===== src/rtl/fpu_pkg.sv =====
// rtl/fpu_pkg.sv - shared widths, status flags and helpers for the FPU datapath
package fpu_pkg;

    localparam int FPU_MANT_W = 8;
    localparam int FPU_EXP_W  = 8;

    typedef struct packed {
        logic zero;
        logic underflow;
        logic overflow;
    } norm_flags_t;

    // Largest biased exponent code (reserved for infinity) for an e-bit field.
    function automatic int unsigned exp_all_ones(input int unsigned e);
        return (32'd1 << e) - 32'd1;
    endfunction

endpackage


===== src/rtl/fp_mant_normalize_if.sv =====
// rtl/fp_mant_normalize_if.sv - adder-result in / normalized-mantissa out handshake bundle
interface fp_mant_normalize_if
    import fpu_pkg::*;
#(
    parameter int DATA_WIDTH = FPU_MANT_W,
    parameter int EXP_WIDTH  = FPU_EXP_W
);

    logic                  in_valid;
    logic                  in_ready;
    logic [DATA_WIDTH+1:0] sum_in;
    logic [EXP_WIDTH-1:0]  exp_in;

    logic                  out_valid;
    logic                  out_ready;
    logic [DATA_WIDTH-1:0] mant_out;
    logic [EXP_WIDTH-1:0]  exp_out;
    logic                  sign_out;
    logic                  guard_out;
    logic                  zero_out;
    logic                  underflow_out;
    logic                  overflow_out;

    modport master (
        output in_valid, sum_in, exp_in, out_ready,
        input  in_ready, out_valid, mant_out, exp_out, sign_out, guard_out,
               zero_out, underflow_out, overflow_out
    );

    modport slave (
        input  in_valid, sum_in, exp_in, out_ready,
        output in_ready, out_valid, mant_out, exp_out, sign_out, guard_out,
               zero_out, underflow_out, overflow_out
    );

endinterface


===== src/rtl/fp_lzc.sv =====
// rtl/fp_lzc.sv - priority encoder giving the position of the most significant set bit
module fp_lzc #(
    parameter int WIDTH = 10,
    parameter int PW    = (WIDTH > 1) ? $clog2(WIDTH) : 1
) (
    input  logic [WIDTH-1:0] vec,
    output logic [PW-1:0]    pos,
    output logic             all_zero
);

    // Ascending scan: the last set bit seen is the MSB.
    always_comb begin
        pos      = '0;
        all_zero = 1'b1;
        for (int i = 0; i < WIDTH; i++) begin
            if (vec[i]) begin
                pos      = PW'(i);
                all_zero = 1'b0;
            end
        end
    end

endmodule


===== src/rtl/fp_mant_normalize.sv =====
// rtl/fp_mant_normalize.sv - two-stage sign/magnitude extraction and mantissa normalization
module fp_mant_normalize
    import fpu_pkg::*;
#(
    parameter int DATA_WIDTH = FPU_MANT_W,
    parameter int EXP_WIDTH  = FPU_EXP_W
) (
    input  logic               clk,
    input  logic               rst,
    fp_mant_normalize_if.slave bus
);

    localparam int W  = DATA_WIDTH;
    localparam int E  = EXP_WIDTH;
    localparam int MW = W + 2;
    localparam int PW = $clog2(MW);
    localparam logic [E+1:0] EXP_MAX = (E+2)'(exp_all_ones(E));

    logic          s1_valid;
    logic          s1_sign;
    logic [MW-1:0] s1_mag;
    logic [E-1:0]  s1_exp;

    logic          s2_valid;
    logic [W-1:0]  mant_q;
    logic [E-1:0]  exp_q;
    logic          sign_q;
    logic          guard_q;
    norm_flags_t   flags_q;

    logic          s2_load;
    logic          in_ready_c;
    logic          sum_sign;
    logic [MW-1:0] sum_mag;

    assign s2_load    = !s2_valid || bus.out_ready;
    assign in_ready_c = !s1_valid || s2_load;
    assign sum_sign   = bus.sum_in[MW-1];
    // The most negative sum negates to itself and reads correctly as unsigned 2^(W+1).
    assign sum_mag    = sum_sign ? (~bus.sum_in + MW'(1)) : bus.sum_in;

    always_ff @(posedge clk) begin
        if (rst) begin
            s1_valid <= 1'b0;
            s1_sign  <= 1'b0;
            s1_mag   <= '0;
            s1_exp   <= '0;
        end else if (in_ready_c) begin
            s1_valid <= bus.in_valid;
            if (bus.in_valid) begin
                s1_sign <= sum_sign;
                s1_mag  <= sum_mag;
                s1_exp  <= bus.exp_in;
            end
        end
    end

    logic [PW-1:0] msb_pos;
    logic          mag_zero;

    fp_lzc #(.WIDTH(MW), .PW(PW)) u_lzc (
        .vec      (s1_mag),
        .pos      (msb_pos),
        .all_zero (mag_zero)
    );

    logic [W-1:0]  n_mant;
    logic [E-1:0]  n_exp;
    logic          n_sign;
    logic          n_guard;
    norm_flags_t   n_flags;
    logic [E+1:0]  exp_ext;
    logic [E+1:0]  exp_adj;
    logic [E+1:0]  l_amt;

    // Exponent math runs two bits wide so carries and borrows are visible before truncation.
    always_comb begin
        n_mant  = '0;
        n_exp   = '0;
        n_sign  = s1_sign;
        n_guard = 1'b0;
        n_flags = '0;
        exp_ext = {2'b00, s1_exp};
        exp_adj = '0;
        l_amt   = '0;
        if (mag_zero) begin
            n_sign       = 1'b0;
            n_flags.zero = 1'b1;
        end else if (msb_pos >= PW'(W)) begin
            if (msb_pos == PW'(W + 1)) begin
                n_mant  = s1_mag[MW-1:2];
                n_guard = |s1_mag[1:0];
                exp_adj = exp_ext + (E+2)'(2);
            end else begin
                n_mant  = s1_mag[W:1];
                n_guard = s1_mag[0];
                exp_adj = exp_ext + (E+2)'(1);
            end
            if (exp_adj >= EXP_MAX) begin
                n_flags.overflow = 1'b1;
                n_exp            = '1;
                n_mant           = '0;
                n_guard          = 1'b0;
            end else begin
                n_exp = exp_adj[E-1:0];
            end
        end else begin
            l_amt = (E+2)'(W - 1) - (E+2)'(msb_pos);
            if (l_amt >= exp_ext) begin
                n_flags.underflow = 1'b1;
            end else begin
                n_mant  = s1_mag[W-1:0] << l_amt;
                exp_adj = exp_ext - l_amt;
                n_exp   = exp_adj[E-1:0];
            end
        end
    end

    always_ff @(posedge clk) begin
        if (rst) begin
            s2_valid <= 1'b0;
            mant_q   <= '0;
            exp_q    <= '0;
            sign_q   <= 1'b0;
            guard_q  <= 1'b0;
            flags_q  <= '0;
        end else if (s2_load) begin
            s2_valid <= s1_valid;
            if (s1_valid) begin
                mant_q  <= n_mant;
                exp_q   <= n_exp;
                sign_q  <= n_sign;
                guard_q <= n_guard;
                flags_q <= n_flags;
            end
        end
    end

    assign bus.in_ready      = in_ready_c;
    assign bus.out_valid     = s2_valid;
    assign bus.mant_out      = mant_q;
    assign bus.exp_out       = exp_q;
    assign bus.sign_out      = sign_q;
    assign bus.guard_out     = guard_q;
    assign bus.zero_out      = flags_q.zero;
    assign bus.underflow_out = flags_q.underflow;
    assign bus.overflow_out  = flags_q.overflow;

endmodule


===== src/flat_wrapper.sv =====
// flat-port wrapper written by rule: the top's interface ports become plain ports
module fp_mant_normalize_flat import fpu_pkg::*;
#(
    parameter int DATA_WIDTH = FPU_MANT_W,
    parameter int EXP_WIDTH  = FPU_EXP_W
)
  (clk, rst, bus_in_valid, bus_sum_in, bus_exp_in, bus_out_ready, bus_in_ready, bus_out_valid, bus_mant_out, bus_exp_out, bus_sign_out, bus_guard_out, bus_zero_out, bus_underflow_out, bus_overflow_out);
  fp_mant_normalize_if #(.DATA_WIDTH(DATA_WIDTH), .EXP_WIDTH(EXP_WIDTH)) bus_i ();
  input  logic clk;
  input  logic rst;
  input wire logic [$bits(bus_i.in_valid)-1:0] bus_in_valid;
  input wire logic [$bits(bus_i.sum_in)-1:0] bus_sum_in;
  input wire logic [$bits(bus_i.exp_in)-1:0] bus_exp_in;
  input wire logic [$bits(bus_i.out_ready)-1:0] bus_out_ready;
  output wire logic [$bits(bus_i.in_ready)-1:0] bus_in_ready;
  output wire logic [$bits(bus_i.out_valid)-1:0] bus_out_valid;
  output wire logic [$bits(bus_i.mant_out)-1:0] bus_mant_out;
  output wire logic [$bits(bus_i.exp_out)-1:0] bus_exp_out;
  output wire logic [$bits(bus_i.sign_out)-1:0] bus_sign_out;
  output wire logic [$bits(bus_i.guard_out)-1:0] bus_guard_out;
  output wire logic [$bits(bus_i.zero_out)-1:0] bus_zero_out;
  output wire logic [$bits(bus_i.underflow_out)-1:0] bus_underflow_out;
  output wire logic [$bits(bus_i.overflow_out)-1:0] bus_overflow_out;
  assign bus_i.in_valid = bus_in_valid;
  assign bus_i.sum_in = bus_sum_in;
  assign bus_i.exp_in = bus_exp_in;
  assign bus_i.out_ready = bus_out_ready;
  assign bus_in_ready = bus_i.in_ready;
  assign bus_out_valid = bus_i.out_valid;
  assign bus_mant_out = bus_i.mant_out;
  assign bus_exp_out = bus_i.exp_out;
  assign bus_sign_out = bus_i.sign_out;
  assign bus_guard_out = bus_i.guard_out;
  assign bus_zero_out = bus_i.zero_out;
  assign bus_underflow_out = bus_i.underflow_out;
  assign bus_overflow_out = bus_i.overflow_out;
  fp_mant_normalize #(.DATA_WIDTH(DATA_WIDTH), .EXP_WIDTH(EXP_WIDTH)) u_core (.clk(clk), .rst(rst), .bus(bus_i));
endmodule

===== config.mk =====
export PLATFORM = sky130hd
export DESIGN_NAME = fp_mant_normalize_flat
export DESIGN_NICKNAME = d
export VERILOG_FILES = /design/src/rtl/fpu_pkg.sv /design/src/rtl/fp_mant_normalize_if.sv /design/src/rtl/fp_lzc.sv /design/src/rtl/fp_mant_normalize.sv /design/src/flat_wrapper.sv
export SDC_FILE = /design/constraint.sdc
export NUM_CORES = 1
export LEC_CHECK = 0
export ABC_AREA = 0
export ABC_CLOCK_PERIOD_IN_PS = 4100
export CAP_MARGIN = 15
export CORE_ASPECT_RATIO = 1.25
export CORE_MARGIN = 2
export CORE_UTILIZATION = 45
export DETAILED_ROUTE_END_ITERATION = 12
export GPL_ROUTABILITY_DRIVEN = 0
export PLACE_DENSITY = 0.68
export SKIP_CTS_REPAIR_TIMING = 1
export SLEW_MARGIN = 0
export SYNTH_ARGS = -nofsm -noshare
export SYNTH_HDL_FRONTEND = slang
export SYNTH_SLANG_ARGS = --single-unit

===== constraint.sdc =====
create_clock -name clk -period 4.1 [get_ports clk]
set_input_delay 0.41 -clock clk [delete_from_list [all_inputs] [get_ports clk]]
set_output_delay 0.41 -clock clk [all_outputs]
set_load 0.02 [all_outputs]

==> impl_metrics.csv, run 1 <==
group,metric,value,unit
sta,relSlewSlack,44.79,%
drt,avgRoutedWirePerCell,15.20,um
power_and_ir_drop,combPwrFrac,32.1,%
clock_tree,clockBufferDepth,2,
floorplanning,dieArea,7242,um2
drt,routed_wl,7509,um
sta,finalSetupTns,0,ns
setup_path,path_cells,"a21oi_1, o311ai_2, and2_1, inv_1, ha_1, nand2b_1, a2111oi_0, a21oi_1, a221o_1, nor4_1, a32oi_1, o22ai_1",
synth,seq_area_frac_synth,28.43,%
synth,ys.flop_type,"dfxtp_1",
status,outcome,"complete, no violations",
global_routing,grt_pass1_wl,12670,um
drt,viasPerCell,5.686,
clock_tree,clk_pin_slew,0.08,ns
final_layout,final_nets,447,
power_and_ir_drop,p_sw_share,34.21,%
clock_tree,cts_buffers,5,
floorplanning,start_util,45.92,%
sta,fmax,285.5,MHz
floorplanning,die_y,94.65,um
final_layout,num_antenna_cells,0,
sta,hold_viol,0,
synth,synth.ff_latch_count,42,
setup_path,arrival,3.72,ns
power_and_ir_drop,power_density,312.2,nW/um2
global_routing,grt_pass1_vias,2715,
synth,async_flop_share,0,%
power_and_ir_drop,switchingPower,0.3774,mW
synth,ys_warn_count,0,
synth,synth_area,2958,um2
setup_path,crit_path_end_kind,"register",
drt,drt_iter0_drc,167,
placed_design,hpwlAfterDp,5815,um
final_layout,layout-drive-gt1-share,5.897,%
sta,holdWs,0.4711,ns
drt,drc_errors,0,
setup_path,slowest_stage,"o311ai_2",
placed_design,io_buffer_count,44,
setup_path,crit_path_frequent_cell,"a21oi_1",
power_and_ir_drop,seqPwrFrac,42.5,%
setup_path,crit_required,4.32,ns
global_routing,grt_max_degree,25,
clock_tree,clock-root-buffer,"clkbuf_8",
sta,setup_ws,0.5970,ns
sta,final-setup-viol-count,0,
sta,rsz0062_at_grt,"no",
power_and_ir_drop,leakagePower,1.360,nW
final_layout,area_delta_synth_final,19.46,%
global_routing,antenna_found_initial,0,
sta,finalMaxSlewViolations,0,
synth,syn_inst,376,
global_routing,grt_overflow,0,
synth,synth_edf_count,0,
setup_path,slowest_delay,0.60,ns
min_path,min_path_type,"register to register",
floorplanning,io_pins,45,
run,maxCapViolCount,0,
sta,fin_crit_sh,85.44,%
sta,worst_pin_slew,0.8212,ns
floorplanning,rows,33,
setup_path,start_kind,"register",
synth,ys_types,61,
power_and_ir_drop,power,1.103,mW
power_and_ir_drop,internal-power,0.7257,mW
power_and_ir_drop,peakVddDrop,0.1537,mV
sta,fin_crit,3.503,ns
setup_path,path_class,"register to register",
clock_tree,cts.sinks,42,
power_and_ir_drop,p_clk_share,25.4,%
clock_tree,cts_tree,"done",
sta,fin_skew,0.008496,ns
drt,route.antenna.remaining_nets,0,
clock_tree,htreeDepth,2,
floorplanning,core,6441,um2
final_layout,final_core_util,54.86,%
synth,syn_area_per_cell,7.867,um2
global_routing,grt_usage,21.60,%
synth,syn_nets,417,
drt,first_pass_iters,4,
drt,vias,2809,
clock_tree,clock_latency,0.30,ns
floorplanning,die_w,76.52,um
placed_design,place_ws,0.6351,ns
setup_path,worst-path-max-fanout,9,
## stage by stage
step	instance area, um2	std cells
6_report	3533	494
5_1_grt	3533	494
4_1_cts	3533	494
3_5_place_dp	3438	486
3_3_place_gp	3438	486
2_1_floorplan	2958	376
## cell usage in the layout, fill, tap and decap left out, drive strengths merged, types with 10 or more instances in the layout
cell type,netlist,final
inv,18,18
o21ai,12,12
nand2,51,51
a211oi,10,10
dfxtp,42,42
clkdlybuf4s50,0,44
ha,18,18
nor2,32,32
nor3,11,11
a21oi,29,29
## worst max-delay path, delay by kind of cell (launching register included)
kind | cells | cell delay (ns)
flip-flops | 1 | 0.47
AO/OA/AOI/OAI | 7 | 1.95
buffers and inverters | 1 | 0.05
AND/OR/NAND/NOR | 3 | 0.68
adder cells (fa/ha/maj) | 1 | 0.28
## synth_stat cells (all sizes together), types with 6 or more instances
cell type / count / share of area [%]
a21oi: 29 / 4.9
nand2: 51 / 6.5
nor4: 7 / 1.7
a22oi: 8 / 2.0
o21ai: 12 / 2.0
clkbuf: 19 / 2.4
inv: 18 / 2.3
nor3: 11 / 2.0
ha: 18 / 7.6
o31ai: 7 / 1.8
xor2: 7 / 2.1
xnor2: 8 / 2.4
nor2: 32 / 4.1
dfxtp: 42 / 28
buf: 6 / 0.93
mux2i: 9 / 3.0
a211oi: 10 / 2.5
nand2b: 9 / 1.9
## flip-flops by register name (all words and copies together) (netlist names)
register	count
u_core.bus.zero_out	1
u_core.bus.underflow_out	1
u_core.bus.out_valid	1
u_core.bus.sign_out	1
u_core.s1_mag	10
u_core.bus.exp_out	8
u_core.s1_sign	1
u_core.bus.overflow_out	1
u_core.s1_valid	1
u_core.s1_exp	8
u_core.bus.guard_out	1
u_core.bus.mant_out	8
## power groups by stage
| stage | Clock (mW) | Sequential (mW) | Combinational [mW] |
|---|---|---|---|
| 4_1_cts | 0.287 | 0.469 | 0.352 |
| 3_5_place_dp | 0 | 0.478 | 0.350 |
| 6_report | 0.280 | 0.469 | 0.354 |
| 5_1_grt | 0.302 | 0.474 | 0.391 |
| 3_3_place_gp | 0 | 0.477 | 0.349 |
| 2_1_floorplan | 0 | 0.476 | 0.239 |
## cells by family (layout without fill, tap and decap cells)
group / Yosys count / after routing / share of synthesized area [%]
AOI/OAI and AO/OA: 110 / 110 / 27.41
xor gates and xnor gates: 15 / 15 / 4.442
adders and majority gates: 19 / 19 / 8.291
buffers and inverters: 44 / 75 / 5.753
DFF: 42 / 42 / 28.43
muxes: 10 / 10 / 3.553
and+or+nand+nor: 136 / 136 / 22.12
## path summary, 6_finish.rpt
check | to | start | slack, ns | depth (start not counted)
max | u_core.bus.mant_out[0] | u_core.s1_mag[1] | 0.60 | 12
max reg2reg | u_core.bus.mant_out[0] | u_core.s1_mag[1] | 0.60 | 12
min | u_core.bus.guard_out | u_core.bus.guard_out | 0.47 | 2
min reg2reg | u_core.bus.guard_out | u_core.bus.guard_out | 0.47 | 2
## area by class of cell
cell class                      count  area, um2
Timing Repair Buffer               48      470.5
Multi-Input combinational cell    290       1947
Clock inverter                      2      12.51
Fill cell                         663       2908
Sequential cell                    42      840.8
Tap cell                           87      108.9
Clock buffer                        6      82.58
Inverter                           19      71.32
## layer usage
metal  global-route usage (%)  vias to the layer above  part of all wire, %
met5                        0                        -                    0
met1                    24.22                     1328                   42
li1                         -                     1413                    -
met3                    2.677                       18                  2.3
met4                    8.939                        0                  2.9
met2                    41.30                       50                   52
Power figures use the tool's default switching activity.
==> run 2: changes to the inputs <==
--- a/config.mk
+++ b/config.mk
@@ -5,7 +5,7 @@
 export SDC_FILE = /design/constraint.sdc
 export NUM_CORES = 1
 export LEC_CHECK = 0
-export ABC_AREA = 0
+export ABC_AREA = 1
 export ABC_CLOCK_PERIOD_IN_PS = 4100
 export CAP_MARGIN = 15
 export CORE_ASPECT_RATIO = 1.25
==> run 2 against run 1 <==
  * Register-to-register slack better by 0.46 ns
  * Maximum frequency up 15%
  * Clock skew down 0.0037 ns
  * Largest cell class unchanged
  * Cell count up 23%
  * Total power up 9.4%
  * Synthesized area up 4.7%
  * Critical path type unchanged
  * Combinational power up 18%
  * Highest routed layer unchanged
  * First-iteration DRC count unchanged
==> impl_metrics.csv, run 2 <==
group,metric,value,unit
status,outcome,"complete, no violations",
final_layout,largest_reg_flops,10,
synth,yosysTopAreaCell,"dfxtp_1",
clock_tree,clk_pin_slew,0.09,ns
final_layout,fin_area,3722,um2
placed_design,dpl-instance-area,3610,um2
setup_path,rrSetupSlack,1.06,ns
synth,synth.mux.area_fraction,0,%
floorplanning,io_pins,45,
clock_tree,cts_buffers,5,
drt,routed_wl,8080,um
sta,fin_crit_sh,74.13,%
placed_design,io_buffer_count,44,
power_and_ir_drop,power_density,324.2,nW/um2
sta,final-setup-viol-count,0,
synth,synth_edf_count,0,
clock_tree,htreeDepth,2,
clock_tree,clockBufferDepth,2,
floorplanning,rows,33,
synth,synthXorXnorAreaFrac,2.546,%
placed_design,dp.cells,601,
sta,fin_crit,3.039,ns
sta,worst_pin_slew,0.6979,ns
setup_path,path_class,"register to register",
final_layout,fillers,698,
floorplanning,core,6606,um2
sta,relSlewSlack,53.41,%
final_layout,top_register,"u_core.s1_mag",
final_layout,final_common_cell,"nand2_1",
min_path,hold_depth,2,
synth,ys.flop_type,"dfxtp_1",
final_layout,num_antenna_cells,0,
final_layout,most-common-layout-cells,"122 x nand2_1, 54 x nand3_1, 53 x inv_1",
setup_path,r2r-start,"u_core.s1_mag[9]",
clock_tree,clock-root-buffer,"clkbuf_8",
synth,synth_area,3095,um2
floorplanning,die_w,78.18,um
setup_path,r2r_cells,15,
drt,vias,3249,
floorplanning,dieArea,7562,um2
sta,fin_skew,0.004795,ns
sta,finalSetupTns,0,ns
setup_path,crit_required,4.33,ns
global_routing,grt_usage,22.48,%
floorplanning,start_util,46.86,%
placed_design,hpwlAfterDp,6283,um
synth,ys_types,39,
setup_path,r2r-end,"u_core.bus.exp_out[6]",
synth,synth-simple-area-share,37.59,%
power_and_ir_drop,peakVddDrop,0.1897,mV
global_routing,antenna_found_initial,0,
setup_path,start_kind,"register",
final_layout,final_nets,562,
clock_tree,clock_latency,0.29,ns
power_and_ir_drop,power,1.207,mW
synth,syn_nets,521,
sta,hold_viol,0,
final_layout,fin_cells,609,
setup_path,crit_path_end_kind,"register",
clock_tree,cts.sinks,42,
floorplanning,die_y,96.73,um
run,maxCapViolCount,0,
synth,synth_common_cells,"122 x nand2_1, 54 x nand3_1, 53 x inv_1",
synth,syn_inst,480,
sta,finalMaxSlewViolations,0,
drt,drt_iter0_drc,167,
synth,ys_warn_count,0,
final_layout,final_core_util,56.34,%
synth,synth_fa_ha_area_share,7.922,%
global_routing,grt_pass1_wl,13940,um
sta,fmax,329.0,MHz
global_routing,grt_max_degree,25,
drt,route.antenna.remaining_nets,0,
synth,synthMostInstantiatedCell,"nand2_1",
min_path,min_path_type,"register to register",
setup_path,worst-path-max-fanout,17,
min_path,hold_end,"u_core.bus.sign_out",
synth,synth_top_family_by_area,"simple AND/OR/NAND/NOR gates",
min_path,hold_start,"u_core.bus.sign_out",
synth,synth.top_cell.area_share,27.16,%
global_routing,grt_pass1_vias,3094,
synth,synth_compound_area_share,15.48,%
drt,drc_errors,0,
final_layout,area_delta_synth_final,20.25,%
clock_tree,cts_tree,"done",
final_layout,layout-drive-gt1-share,7.471,%
drt,first_pass_iters,6,
power_and_ir_drop,leakagePower,1.642,nW
synth,seq_area_frac_synth,27.16,%
global_routing,grt_overflow,0,
setup_path,arrival,3.27,ns
synth,synth.ff_latch_count,42,
synth,async_flop_share,0,%
drt,avgRoutedWirePerCell,13.27,um
synth,synthTopCellsByArea,"dfxtp_1 27%, nand2_1 15%, nand3_1 8.7%",
drt,viasPerCell,5.335,
sta,rsz0062_at_grt,"no",
synth,syn_area_per_cell,6.449,um2
-- run 2: changes by cell type after synthesis, sizes merged, moves of 9 or more --
cell / change
a21oi: +13
a211oi: -10
nor2: +15
mux2i: -9
nand3: +53
o21ai: +28
clkbuf: -10
nand2: +74
inv: +42
nand2b: -9
-- run 2: report_power, final --
group / internal (mW) / switching (mW)
Sequential: 0.434 / 0.0222
Clock: 0.183 / 0.152
Combinational: 0.157 / 0.259
-- run 2: final cells by class --
type | instances | area [um2] | area share [%]
Clock buffer | 5 | 68.82 | 1.849
Clock inverter | 3 | 43.79 | 1.176
Inverter | 60 | 230.2 | 6.185
Multi-Input combinational cell | 365 | 1967 | 52.84
Sequential cell | 42 | 840.8 | 22.59
Tap cell | 87 | 108.9 | 2.924
Timing Repair Buffer | 47 | 462.9 | 12.44
-- run 2: metrics by stage --
step                hold slack [ns]  setup WS, ns
CTS                          0.4739         1.083
floorplan                    0.4402         1.650
finish                       0.4699         1.061
global route                 0.4835        0.7605
detailed placement           0.4587         1.104
global placement             0.4540         1.150
-- run 2: cells by family after synthesis --
logic type,count (synthesis)
AOI/OAI and AO/OA,90
xor gates and xnor gates,9
adders and majority gates,19
buffers and inverters,73
DFF,42
and+or+nand+nor,247
-- run 2: metal layers --
| metal | GRT usage [%] | vias up | routed length, um |
|---|---|---|---|
| li1 | - | 1652 | - |
| met5 | 0 | - | 0 |
| met2 | 39.59 | 84 | 4083 |
| met4 | 10.12 | 0 | 349 |
| met1 | 26.88 | 1488 | 3329 |
| met3 | 2.799 | 25 | 318 |
-- run 2: critical path, stage by stage (launching register included) --
cell	delay (ns)
dfxtp_1	0.78
nor2_2	0.21
nand2_1	0.27
o21ai_0	0.18
ha_1	0.26
inv_1	0.10
fa_1	0.23
nand3_1	0.08
nand3_1	0.10
nand2_1	0.06
nand2_1	0.06
a21oi_1	0.06
or2_2	0.27
nand3_1	0.07
nand4_1	0.08
a21oi_1	0.15
-- run 2: worst max-delay path by stage --
stage                           from                    end  slack [ns]  depth (start not counted)
floorplan           u_core.s1_mag[2]  u_core.bus.exp_out[6]        1.65                         20
detailed placement  u_core.s1_mag[9]  u_core.bus.exp_out[6]        1.10                         15
CTS                 u_core.s1_mag[9]  u_core.bus.exp_out[6]        1.08                         15
global placement    u_core.s1_mag[9]  u_core.bus.exp_out[6]        1.15                         15
finish              u_core.s1_mag[9]  u_core.bus.exp_out[6]        1.06                         15
global route        u_core.s1_mag[9]  u_core.bus.exp_out[6]        0.76                         15
==> run 3: changes to the inputs <==
--- a/config.mk
+++ b/config.mk
@@ -6,14 +6,14 @@
 export NUM_CORES = 1
 export LEC_CHECK = 0
 export ABC_AREA = 1
-export ABC_CLOCK_PERIOD_IN_PS = 4100
+export ABC_CLOCK_PERIOD_IN_PS = 2700
 export CAP_MARGIN = 15
 export CORE_ASPECT_RATIO = 1.25
 export CORE_MARGIN = 2
 export CORE_UTILIZATION = 45
 export DETAILED_ROUTE_END_ITERATION = 12
 export GPL_ROUTABILITY_DRIVEN = 0
-export PLACE_DENSITY = 0.68
+export PLACE_DENSITY = 0.71
 export SKIP_CTS_REPAIR_TIMING = 1
 export SLEW_MARGIN = 0
 export SYNTH_ARGS = -nofsm -noshare
==> constraint.sdc (replaced) <==
create_clock -name clk -period 2.7 [get_ports clk]
set_input_delay 0.27 -clock clk [delete_from_list [all_inputs] [get_ports clk]]
set_output_delay 0.27 -clock clk [all_outputs]
set_load 0.02 [all_outputs]
==> run 3 against run 2 <==
  * Design area is 2.0% higher
  * Clock power is 50% higher
  * Critical path depth is 4 higher
  * Clock skew is 0.0060 ns higher
  * Critical path type unchanged
  * Critical endpoint unchanged
  * Largest power group unchanged
==> impl_metrics.csv, run 3 (synthesis gave the netlist of run 2 again) <==
group,metric,value,unit
floorplanning,start_util,46.86,%
clock_tree,htreeDepth,2,
drt,first_pass_iters,4,
setup_path,r2r-start,"u_core.s1_mag[3]",
clock_tree,clockBufferDepth,2,
final_layout,most-common-layout-cells,"121 x nand2_1, 54 x nand3_1, 53 x inv_1",
sta,fin_skew,0.01084,ns
floorplanning,die_w,78.18,um
drt,viasPerCell,5.217,
sta,fmax,420.3,MHz
clock_tree,clk_pin_slew,0.08,ns
min_path,min_path_type,"register to register",
sta,fin_crit_sh,88.13,%
drt,drc_errors,0,
floorplanning,core,6606,um2
setup_path,arrival,2.62,ns
placed_design,hpwlAfterDp,6382,um
clock_tree,clock-root-buffer,"clkbuf_8",
final_layout,final_common_cell,"nand2_1",
drt,avgRoutedWirePerCell,13.09,um
final_layout,largest_reg_flops,10,
placed_design,io_buffer_count,44,
sta,relSlewSlack,58.87,%
final_layout,layout-drive-gt1-share,9.811,%
power_and_ir_drop,leakagePower,1.674,nW
sta,fin_crit,2.379,ns
drt,routed_wl,8076,um
sta,finalSetupTns,0,ns
final_layout,area_delta_synth_final,22.64,%
power_and_ir_drop,peakVddDrop,0.2805,mV
setup_path,crit_required,2.94,ns
clock_tree,clock_latency,0.30,ns
setup_path,crit_path_start,"u_core.s1_mag[3]",
global_routing,grt_pass1_wl,14100,um
floorplanning,dieArea,7562,um2
setup_path,crit_path_frequent_cell,"nand2_1",
sta,holdWs,0.4696,ns
final_layout,multiInputGateArea,1982,um2
drt,drt_iter0_drc,158,
sta,worst_pin_slew,0.6162,ns
clock_tree,cts_tree,"done",
setup_path,crit_path_end_kind,"register",
setup_path,path_class,"register to register",
final_layout,final_nets,570,
final_layout,seqCellArea,842.1,um2
clock_tree,cts.sinks,42,
sta,final-setup-viol-count,0,
setup_path,worst-path-max-fanout,6,
floorplanning,rows,33,
global_routing,grt_pass1_vias,3277,
min_path,hold_start,"u_core.bus.exp_out[6]",
setup_path,critPathTopFamily,"simple AND/OR/NAND/NOR gates",
sta,finalMaxSlewViolations,0,
setup_path,start_kind,"register",
global_routing,grt_usage,22.71,%
final_layout,num_antenna_cells,0,
drt,route.antenna.remaining_nets,0,
clock_tree,cts_buffers,5,
floorplanning,die_y,96.73,um
sta,rsz0062_at_grt,"no",
global_routing,grt_max_degree,24,
drt,vias,3219,
setup_path,path_cells,"inv_1, nand2_1, nand2_1, nand2_1, nand2_2, nand2_1, o21ai_2, ha_2, inv_1, fa_2, nand3_1, nand3_1, nand2_1, nand2_1, a21oi_2, or2_2, nand3_1, nand4_1, a21oi_1",
run,maxCapViolCount,0,
setup_path,crit_buf_inv,2,
power_and_ir_drop,power_density,485.0,nW/um2
floorplanning,io_pins,45,
final_layout,fillers,670,
final_layout,top_register,"u_core.s1_mag",
setup_path,slowest_delay,0.38,ns
global_routing,grt_overflow,0,
global_routing,antenna_found_initial,0,
sta,hold_viol,0,
setup_path,slowest_stage,"dfxtp_1",
status,outcome,"complete, no violations",
## run 3: metal layers
layer	wire length [um]	share of wire [%]	track usage, %	up-vias
li1	-	-	-	1672
met1	3347	41	25.45	1442
met2	4190	52	42.11	77
met3	246	3.0	2.985	28
met4	291	3.6	9.717	0
met5	0	0	0	-
## run 3: worst register-to-register path, stage by stage, from the launching register on
cell	delay, ns
dfxtp_1	0.38
inv_1	0.07
nand2_1	0.06
nand2_1	0.05
nand2_1	0.07
nand2_2	0.09
nand2_1	0.11
o21ai_2	0.07
ha_2	0.20
inv_1	0.09
fa_2	0.22
nand3_1	0.07
nand3_1	0.11
nand2_1	0.06
nand2_1	0.07
a21oi_2	0.05
or2_2	0.27
nand3_1	0.07
nand4_1	0.07
a21oi_1	0.15
## run 3: stage by stage
| stage | setup slack (ns) | util [%] | instance area [um2] | power [mW] | cells |
|---|---|---|---|---|---|
| after floorplan | 0.2497 | - | 3095 | 1.142 | 480 |
| after global placement | 0.2389 | 55.55 | 3670 | 1.337 | 609 |
| after CTS | 0.1395 | 57.22 | 3780 | 1.848 | 617 |
| after global routing | 0.008014 | 57.46 | 3796 | 1.960 | 617 |
| after detailed placement | 0.1463 | 55.55 | 3670 | 1.345 | 609 |
| final | 0.3205 | 57.46 | 3796 | 1.841 | 617 |
## run 3: cell type report
cell class / instances / share of cell area (%)
repair buffers: 55 / 13.78
clock inverters: 2 / 0.9888
multi-input cells: 365 / 52.21
flip-flops and latches: 42 / 22.18
well taps: 87 / 2.867
clock buffers: 6 / 1.912
inverters: 60 / 6.065
## run 3: final timing paths
kind / cells after the start / end / slack, ns
worst max-delay path: 19 / u_core.bus.exp_out[6] / 0.32
worst min-delay path: 2 / u_core.bus.exp_out[6] / 0.47
worst max register to register: 19 / u_core.bus.exp_out[6] / 0.32
worst min register to register: 2 / u_core.bus.exp_out[6] / 0.47
## run 3: power breakdown
part | internal (mW) | leakage [nW] | switching, mW
Combinational | 0.255 | 1.28 | 0.391
Sequential | 0.660 | 0.345 | 0.0342
Clock | 0.276 | 0.0514 | 0.225
Total | 1.19 | 1.67 | 0.650
